`config.mk`:
```
export PLATFORM = sky130hd
export DESIGN_NAME = shift_reg_seq
export DESIGN_NICKNAME = d
export VERILOG_FILES = /design/src/rtl/shift_reg_pkg.sv /design/src/rtl/shift_step.sv /design/src/rtl/shift_reg_seq.sv
export SDC_FILE = /design/constraint.sdc
export NUM_CORES = 1
export LEC_CHECK = 0
export ABC_AREA = 1
export BUFFER_PORTS_ARGS = -buffer_cell sky130_fd_sc_hd__buf_2
export CORE_MARGIN = 2
export CORE_UTILIZATION = 35
export DETAILED_ROUTE_END_ITERATION = 10
export PLACE_DENSITY = 0.61
export SLEW_MARGIN = 20
export SYNTH_ARGS = -nofsm -noshare
export SYNTH_HDL_FRONTEND = slang
export SYNTH_SLANG_ARGS = --single-unit
```
`constraint.sdc`:
```
create_clock -name clk -period 1.81 [get_ports clk]
set_clock_uncertainty 0.05 [all_clocks]
set_input_delay 0.362 -clock clk [delete_from_list [all_inputs] [get_ports clk]]
set_output_delay 0.362 -clock clk [all_outputs]
set_load 0.03 [all_outputs]
```
`src/rtl/shift_reg_pkg.sv`:
```
// Shared definitions for the sequenced load/shift register.
// Holds the shift-mode encodings used on the mode input and by the
// single-bit step shifter, and the two-state controller encoding.
package shift_reg_pkg;

   // Shift-mode encodings; values 5..7 are reserved and leave the data untouched.
   localparam logic [2:0] MODE_LSL = 3'd0;
   localparam logic [2:0] MODE_LSR = 3'd1;
   localparam logic [2:0] MODE_ASR = 3'd2;
   localparam logic [2:0] MODE_ROL = 3'd3;
   localparam logic [2:0] MODE_ROR = 3'd4;

   // Controller states: waiting for work, or stepping through a sequenced shift.
   typedef enum logic {
      S_IDLE  = 1'b0,
      S_SHIFT = 1'b1
   } state_t;

endpackage

```
`src/rtl/shift_step.sv`:
```
// Combinational single-bit shifter.
// Ports:
//   p        - current register value
//   op       - shift mode (MODE_* encoding)
//   ser_in_l - fill bit entering at the MSB for logical right shifts
//   ser_in_r - fill bit entering at the LSB for logical left shifts
//   next_p   - register value after one step
//   out_bit  - bit expelled by this step (0 for reserved modes)
module shift_step
   import shift_reg_pkg::*;
#(
   parameter int WIDTH = 16
) (
   input  logic [WIDTH-1:0] p,
   input  logic [2:0]       op,
   input  logic             ser_in_l,
   input  logic             ser_in_r,
   output logic [WIDTH-1:0] next_p,
   output logic             out_bit
);

   // One step of the selected shift; reserved modes pass the value through
   // so the caller can keep counting without disturbing the data.
   always_comb begin
      next_p  = p;
      out_bit = 1'b0;
      case (op)
         MODE_LSL: begin
            next_p  = {p[WIDTH-2:0], ser_in_r};
            out_bit = p[WIDTH-1];
         end
         MODE_LSR: begin
            next_p  = {ser_in_l, p[WIDTH-1:1]};
            out_bit = p[0];
         end
         MODE_ASR: begin
            next_p  = {p[WIDTH-1], p[WIDTH-1:1]};
            out_bit = p[0];
         end
         MODE_ROL: begin
            next_p  = {p[WIDTH-2:0], p[WIDTH-1]};
            out_bit = p[WIDTH-1];
         end
         MODE_ROR: begin
            next_p  = {p[0], p[WIDTH-1:1]};
            out_bit = p[0];
         end
         default: begin
         end
      endcase
   end

endmodule

```
`src/rtl/shift_reg_seq.sv`:
```
// Load/shift register with legacy single-step controls and a sequenced
// multi-bit shift engine (one bit per cycle, start/busy/done handshake).
// Ports:
//   clk, rst          - clock and asynchronous active-high reset
//   ld, par_in        - parallel load (highest priority, aborts a sequence)
//   shl_en, shr_en    - legacy single-step shifts, honoured only when idle
//   ser_in_l/ser_in_r - MSB / LSB fill bits
//   start, mode, amt  - sequenced shift request, accepted only when idle
//   par_out           - register contents; MSB_out/LSB_out are its end taps
//   busy, done        - sequence in progress / one-cycle completion pulse
//   shifted_out       - bit expelled by the most recent shift step
// WIDTH must be at least 2 and 2**CNT_W must exceed WIDTH.
module shift_reg_seq
   import shift_reg_pkg::*;
#(
   parameter int WIDTH = 16,
   parameter int CNT_W = 5
) (
   input  logic             clk,
   input  logic             rst,
   input  logic             ld,
   input  logic [WIDTH-1:0] par_in,
   input  logic             shl_en,
   input  logic             shr_en,
   input  logic             ser_in_l,
   input  logic             ser_in_r,
   input  logic             start,
   input  logic [2:0]       mode,
   input  logic [CNT_W-1:0] amt,
   output logic [WIDTH-1:0] par_out,
   output logic             MSB_out,
   output logic             LSB_out,
   output logic             busy,
   output logic             done,
   output logic             shifted_out
);

   state_t            state, state_n;
   logic [CNT_W-1:0]  cnt, cnt_n;
   logic [2:0]        mode_q, mode_n;
   logic [WIDTH-1:0]  data_q, data_n;
   logic              out_q, out_n;
   logic              done_q, done_n;

   logic [2:0]        step_op;
   logic              step_fill_r;
   logic [WIDTH-1:0]  step_p;
   logic              step_bit;

   // The one step shifter serves both paths: while sequencing it follows the
   // latched mode; when idle the legacy left shift is LSL with a zero fill and
   // the legacy right shift is LSR, left winning when both are requested.
   always_comb begin
      step_op     = MODE_LSR;
      step_fill_r = 1'b0;
      if (state == S_SHIFT) begin
         step_op     = mode_q;
         step_fill_r = ser_in_r;
      end else if (shl_en) begin
         step_op = MODE_LSL;
      end
   end

   shift_step #(
      .WIDTH(WIDTH)
   ) u_step (
      .p       (data_q),
      .op      (step_op),
      .ser_in_l(ser_in_l),
      .ser_in_r(step_fill_r),
      .next_p  (step_p),
      .out_bit (step_bit)
   );

   // State, counter, data and handshake registers; reset clears everything,
   // which also drops any sequence in flight without a done pulse.
   always_ff @(posedge clk or posedge rst) begin
      if (rst) begin
         state  <= S_IDLE;
         cnt    <= '0;
         mode_q <= MODE_LSL;
         data_q <= '0;
         out_q  <= 1'b0;
         done_q <= 1'b0;
      end else begin
         state  <= state_n;
         cnt    <= cnt_n;
         mode_q <= mode_n;
         data_q <= data_n;
         out_q  <= out_n;
         done_q <= done_n;
      end
   end

   // Next-state logic in priority order: load, active shift step, start,
   // legacy steps. A load always returns to idle and never pulses done.
   // The step that brings the counter to zero also finishes the sequence;
   // a zero amount finishes on the first shift-state edge with no step.
   // Reserved modes count normally but keep the data and expelled bit.
   always_comb begin
      state_n = state;
      cnt_n   = cnt;
      mode_n  = mode_q;
      data_n  = data_q;
      out_n   = out_q;
      done_n  = 1'b0;
      if (ld) begin
         data_n  = par_in;
         state_n = S_IDLE;
      end else if (state == S_SHIFT) begin
         if (cnt != '0) begin
            data_n = step_p;
            if (mode_q <= MODE_ROR) begin
               out_n = step_bit;
            end
            cnt_n = cnt - CNT_W'(1);
            if (cnt == CNT_W'(1)) begin
               state_n = S_IDLE;
               done_n  = 1'b1;
            end
         end else begin
            state_n = S_IDLE;
            done_n  = 1'b1;
         end
      end else if (start) begin
         mode_n  = mode;
         cnt_n   = amt;
         state_n = S_SHIFT;
      end else if (shl_en || shr_en) begin
         data_n = step_p;
         out_n  = step_bit;
      end
   end

   assign par_out     = data_q;
   assign MSB_out     = data_q[WIDTH-1];
   assign LSB_out     = data_q[0];
   assign busy        = (state == S_SHIFT);
   assign done        = done_q;
   assign shifted_out = out_q;

endmodule
```
# Word-level counts from Yosys, hierarchy flattened

Cells that the tools add are included.

Word-level logic and storage cells: 59
Register bits after elaboration: 27

Reduce and logical (&&, ||, !) cells: 12
Muxes and demuxes: 27
Bitwise logic cells: 2
Equality and inequality tests: 10
$lt $le $gt $ge: 1
$add $sub $neg: 1

Operator list:

| operator              | count |
|---|---|
| $mux W16              | 5 |
| $pmux W16 S5          | 1 |
| $mux W1               | 16 |
| $mux W5               | 3 |
| $reduce_and A3 Y1     | 3 |
| $eq A3 B2 Y1 const B  | 2 |
| $ne A2 B1 Y1 const B  | 3 |
| $ne A3 B2 Y1 const B  | 2 |
| $eq A5 B1 Y1 const B  | 1 |
| $reduce_and A5 Y1     | 1 |
| $reduce_bool A5 Y1    | 1 |
| $sub A5 B1 Y5 const B | 1 |
| $reduce_bool A2 Y1    | 2 |
| $eq A3 B1 Y1 const B  | 1 |
| $eq A3 B3 Y1 const B  | 1 |
| $le A3 B3 Y1 const B  | 1 |
| $logic_not A3 Y1      | 1 |
| $mux W3               | 1 |
| $reduce_bool A3 Y1    | 1 |
| $reduce_or A3 Y1      | 1 |
| $not A1 Y1            | 2 |
| $pmux W1 S2           | 1 |
| $reduce_or A2 Y1      | 1 |
| $logic_or A1 B1 Y1    | 1 |

# Depth between registers and ports, before layout

Word-level depth: 8
Gate-level depth with buffers: 11
Gate-level depth less buffers: 9

# Cells and area by module

Synthesis repeated with hierarchy kept, for this count alone.

Cells, all modules: 336
Area, all modules: 2099.5 um^2

By module, submodules not included:

| module        | area an instance (um^2) | cells each | times used |
|---|---|---|---|
| shift_reg_seq | 1524.0                  | 213        | 1 |
| shift_step    | 575.6                   | 123        | 1 |

# Worst setup path after synthesis

No wires, ideal clock.

Path type: reg-to-reg
Start point: reg state, in the netlist busy
End point: reg data_q[0], in the netlist par_out[0]
Arrival time: 1.429 ns
Library setup time: 0.117 ns
Setup slack: 0.214 ns
Stages on the path, launching flop included: 11
Path buffers: 3
Path through: dfrtp_1 -> buf_6 -> buf_6 -> nand4_2 -> nand2_2 -> nand2_2 -> nand2_2 -> buf_4 -> nor2_1 -> nand2_1 -> nand2_1

Word-level cells in the longest chain between the ends: 7
Elaborated cells between the ends (all ways): 17
Those cells by class: 6 x eq/ne; 8 x mux; 3 x reduce/logical

Ends and longest elaborated chain:

| what                                       | line                 | text |
|---|---|---|
| from (decl)                                | shift_reg_seq.sv:38  | `state_t state, state_n;` |
| from (signal assigned)                     | shift_reg_seq.sv:86  | `state <= state_n;` |
| $mux W3                                    | shift_reg_seq.sv:56  | `if (state == S_SHIFT) begin` |
| $eq A3 B3 Y1, or another cell as far along | shift_step.sv:27     | `case (op)` |
| $pmux W16 S5                               | shift_step.sv:27     |  |
| $mux W16                                   | shift_reg_seq.sv:129 | `end else if (shl_en \|\| shr_en) begin` |
| $mux W16                                   | shift_reg_seq.sv:125 | `end else if (start) begin` |
| $mux W16                                   | shift_reg_seq.sv:110 | `end else if (state == S_SHIFT) begin` |
| $mux W16                                   | shift_reg_seq.sv:107 | `if (ld) begin` |
| to (signal assigned)                       | shift_reg_seq.sv:89  | `data_q <= data_n;` |
| to (decl)                                  | shift_reg_seq.sv:41  | `logic [WIDTH-1:0] data_q, data_n;` |

Several ways; a longest one is shown, not always the timed one. The select of a mux whose other input is x is not followed.
A chain may end at the register's enable or synchronous reset.

# Final worst setup path

Start point: reg cnt[0]
End point: reg data_q[12], in the netlist par_out[12]

Word-level cells in the longest chain between the ends: 3

Ends and longest elaborated chain:

| what                        | line                 | text |
|---|---|---|
| from (decl)                 | shift_reg_seq.sv:39  | `logic [CNT_W-1:0] cnt, cnt_n;` |
| from (signal assigned)      | shift_reg_seq.sv:87  | `cnt <= cnt_n;` |
| $reduce_bool A5 Y1          | shift_reg_seq.sv:111 | `if (cnt != '0) begin` |
| $ne A3 B2 Y1 (no line)      | --                   |  |
| $reduce_and A3 Y1 (no line) | --                   |  |

Every way passes these cells.

==> results.sh <==
export IMPL_status="finished clean"
export IMPL_ir_drop_uv=362
export IMPL_met1_usage_pct=21.5
export IMPL_crit_path_end_kind="flop"
export IMPL_area_growth_pct=18.8
export IMPL_yosysTopAreaCell="dfrtp_1"
export IMPL_hold_viol=0
export IMPL_worst_slew_pin_slew_ps=371
export IMPL_comb_power_share_pct=45.9
export IMPL_cts_made_buffers=3
export IMPL_num_io_pins=53
export IMPL_cts_root_buffer="clkbuf_8"
export IMPL_crit_arrival_ps=1750
export IMPL_power_leakage_nw=1.18
export IMPL_clkTransAtPathRegs_ps=100
export IMPL_synthesis_nets=303
export IMPL_vias_per_cell=4.64
export IMPL_yosysTopAreaCellShare_pct=36.6
export IMPL_path_max_fanout=30
export IMPL_vias=1797
export IMPL_ctsHoldBuffers=0
export IMPL_core_area_um2=5110
export IMPL_share_seq_of_total_power_pct=39.2
export IMPL_synth_area_um2=1850
export IMPL_power_density_nw_per_um2=1070
export IMPL_clkPwrFrac_pct=14.9
export IMPL_htree_levels=1
export IMPL_critPathKind="flop to flop"
export IMPL_drc_errors=0
export IMPL_netlist_instances=268
export IMPL_start_util_pct=36.2
export IMPL_place_inst=383
export IMPL_setup_viol=0
export IMPL_clk_path_buf_depth=2
export IMPL_routabilityCongestion=0.828
export IMPL_dp_hpwl_mm=3.18
export IMPL_drive_gt1_share_pct=25.6
export IMPL_fin_tns_setup_ps=0
export IMPL_dr_pass1_iters=4
export IMPL_rsz0062_at_grt="false"
export IMPL_grt_max_degree=31
export IMPL_clk_insertion_delay_late_ps=270
export IMPL_synth_area_leaders="dfrtp_1 (37%), nand2_1 (17%), nand3_1 (9.7%)"
export IMPL_synthFlopType="dfrtp_1"
export IMPL_async_flop_share_pct=100
export IMPL_use_met3_pct=2.00
export IMPL_yosysWarningCount=0
export IMPL_grt_ovfl_total=0
export IMPL_worstSetupStartpointType="flop"
export IMPL_slew_viol_final=0
export IMPL_ys_top_cells_by_count="nand2_1 (85), nor2_1 (45), nand3_1 (36), dfrtp_1 (27), inv_1 (14)"
export IMPL_internal_power_mw=1.27
export IMPL_netSwitchingFraction_pct=46.1
export IMPL_p_sw_mw=1.09
export IMPL_layout_nets=353
export IMPL_hp_class="input pin to asynchronous set/reset pin"
export IMPL_top_usage_layer="met2"
export IMPL_num_antenna_cells=0
export IMPL_ys_seq_elements=27
export IMPL_cp_required_ps=1930
export IMPL_cts_setup_buffers=0
export IMPL_synth_most_common_cell="nand2_1"
export IMPL_fin_crit_sh_pct=89.8
export IMPL_antenna_found_initial=0
export IMPL_cts_tree="yes"
export IMPL_avgSynthCellArea_um2=6.90
export IMPL_yosysSeqAreaShare_pct=36.6
export IMPL_grt_pass1_vias=1671
export IMPL_wl_per_cell_um=11.5
export IMPL_clock_sinks=27
export IMPL_drtAntennaViolNets=0
export IMPL_die_h_um=76.7
export IMPL_grt_pass1_wl_mm=7.71
export IMPL_wl_mm=4.45
export IMPL_yosysUniqueCellTypes=32
export IMPL_grt_use_met2_pct=26.3
export IMPL_fin_crit_ps=1630
export IMPL_die_area_um2=5880
export IMPL_port_buffers=52
export IMPL_drtIter0Drc=119
export IMPL_fmax_mhz=615
export IMPL_maxCapViolCount=0
export IMPL_fin_cells=387
export IMPL_grt_usage_pct=15.6
export IMPL_die_w_um=76.7
export IMPL_rows=26
export IMPL_synth_edff_count=0
export IMPL_slew_headroom_pct=75.3
power by group through the flow:
stage / Combinational [mW] / Clock [mW] / Sequential [mW]
after detailed placement: 1.09 / 0 / 0.937
after global routing: 1.21 / 0.396 / 0.953
after global placement: 1.08 / 0 / 0.936
after floorplan: 0.639 / 0 / 1.11
after CTS: 1.09 / 0.370 / 0.925
final: 1.08 / 0.352 / 0.924
cell families after synthesis:
family          synth area share [%]
compound gates                  6.23
xor+xnor                        1.42
fa+ha+maj                       2.03
buf+inv                         9.61
flops                           36.6
simple gates                    44.1
layer usage:
layer	routed length (um)	part of all wire, %
met1	2190	49
met2	2120	48
met3	111	2.5
met4	28	0.63
met5	0	0
stage by stage:
step                      power (mW)  util (%)  hold WS [ps]  setup slack [ps]  cell area, um2
final                           2.36      43.0          86.1               184            2200
after global routing            2.56      43.0           130              53.5            2200
after CTS                       2.39      43.0          96.7              38.3            2190
after detailed placement        2.02      42.1           403               156            2150
after global placement          2.01      42.1           406               194            2150
after floorplan                 1.75         -           365               214            1850
path summary, 6_finish.rpt:
check                                        start                 endpoint  slack [ps]  cells after the start
setup reg to reg                cnt[0]$_DFFE_PP0P_  par_out[12]$_DFFE_PP0P_         180                     10
hold reg to reg            shifted_out$_DFFE_PP0P_  shifted_out$_DFFE_PP0P_         490                      2
hold / removal                                 rst       cnt[1]$_DFFE_PP0P_          90                      3
setup / recovery                cnt[0]$_DFFE_PP0P_  par_out[12]$_DFFE_PP0P_         180                     10
min in group clk                                ld           done$_DFF_PP0_         280                      2
max in group asynchronous                      rst           busy$_DFF_PP0_        1330                      3
repair_timing:
action | CTS | global route
endpoints found under the setup margin | 0 | 2
resized for setup | 0 | 1
hold endpoints to repair | 0 | 0
cell type report:
class	instances	area, um2
clock buffers	4	45.0
well taps	70	87.6
flip-flops and latches	27	677
fillers	535	2910
inverters	19	73.8
multi-input cells	209	995
repair buffers	58	318
cell usage in the layout (no fill, tap or decap), types with 2 or more instances in the layout:
cell type  netlist  layout
nand2_1         85      85
buf_2            2      52
nor2_1          45      45
nand3_1         36      36
dfrtp_1         27      26
inv_1           14      14
o21ai_0         10      10
nand2_2          7       7
buf_4            4       5
a21oi_1          4       4
inv_2            3       3
ha_1             3       3
clkbuf_8         0       3
nor2_2           2       2
xor2_1           2       2
o211ai_1         2       2
critical path, cell delays in order, from the launching register on:
cell	delay, ps
dfrtp_1	410
inv_1	130
ha_1	210
nand4_2	130
nand2_2	100
nand2_2	60
nand2_2	80
buf_12	170
nor2_1	70
nand2_1	60
nand2_1	40
state kept, by name, indices dropped and copies added (netlist names):
register / flops
busy: 1
done: 1
shifted_out: 1
cnt: 5
mode_q: 3
par_out: 16
Power figures use the tool's default switching activity.
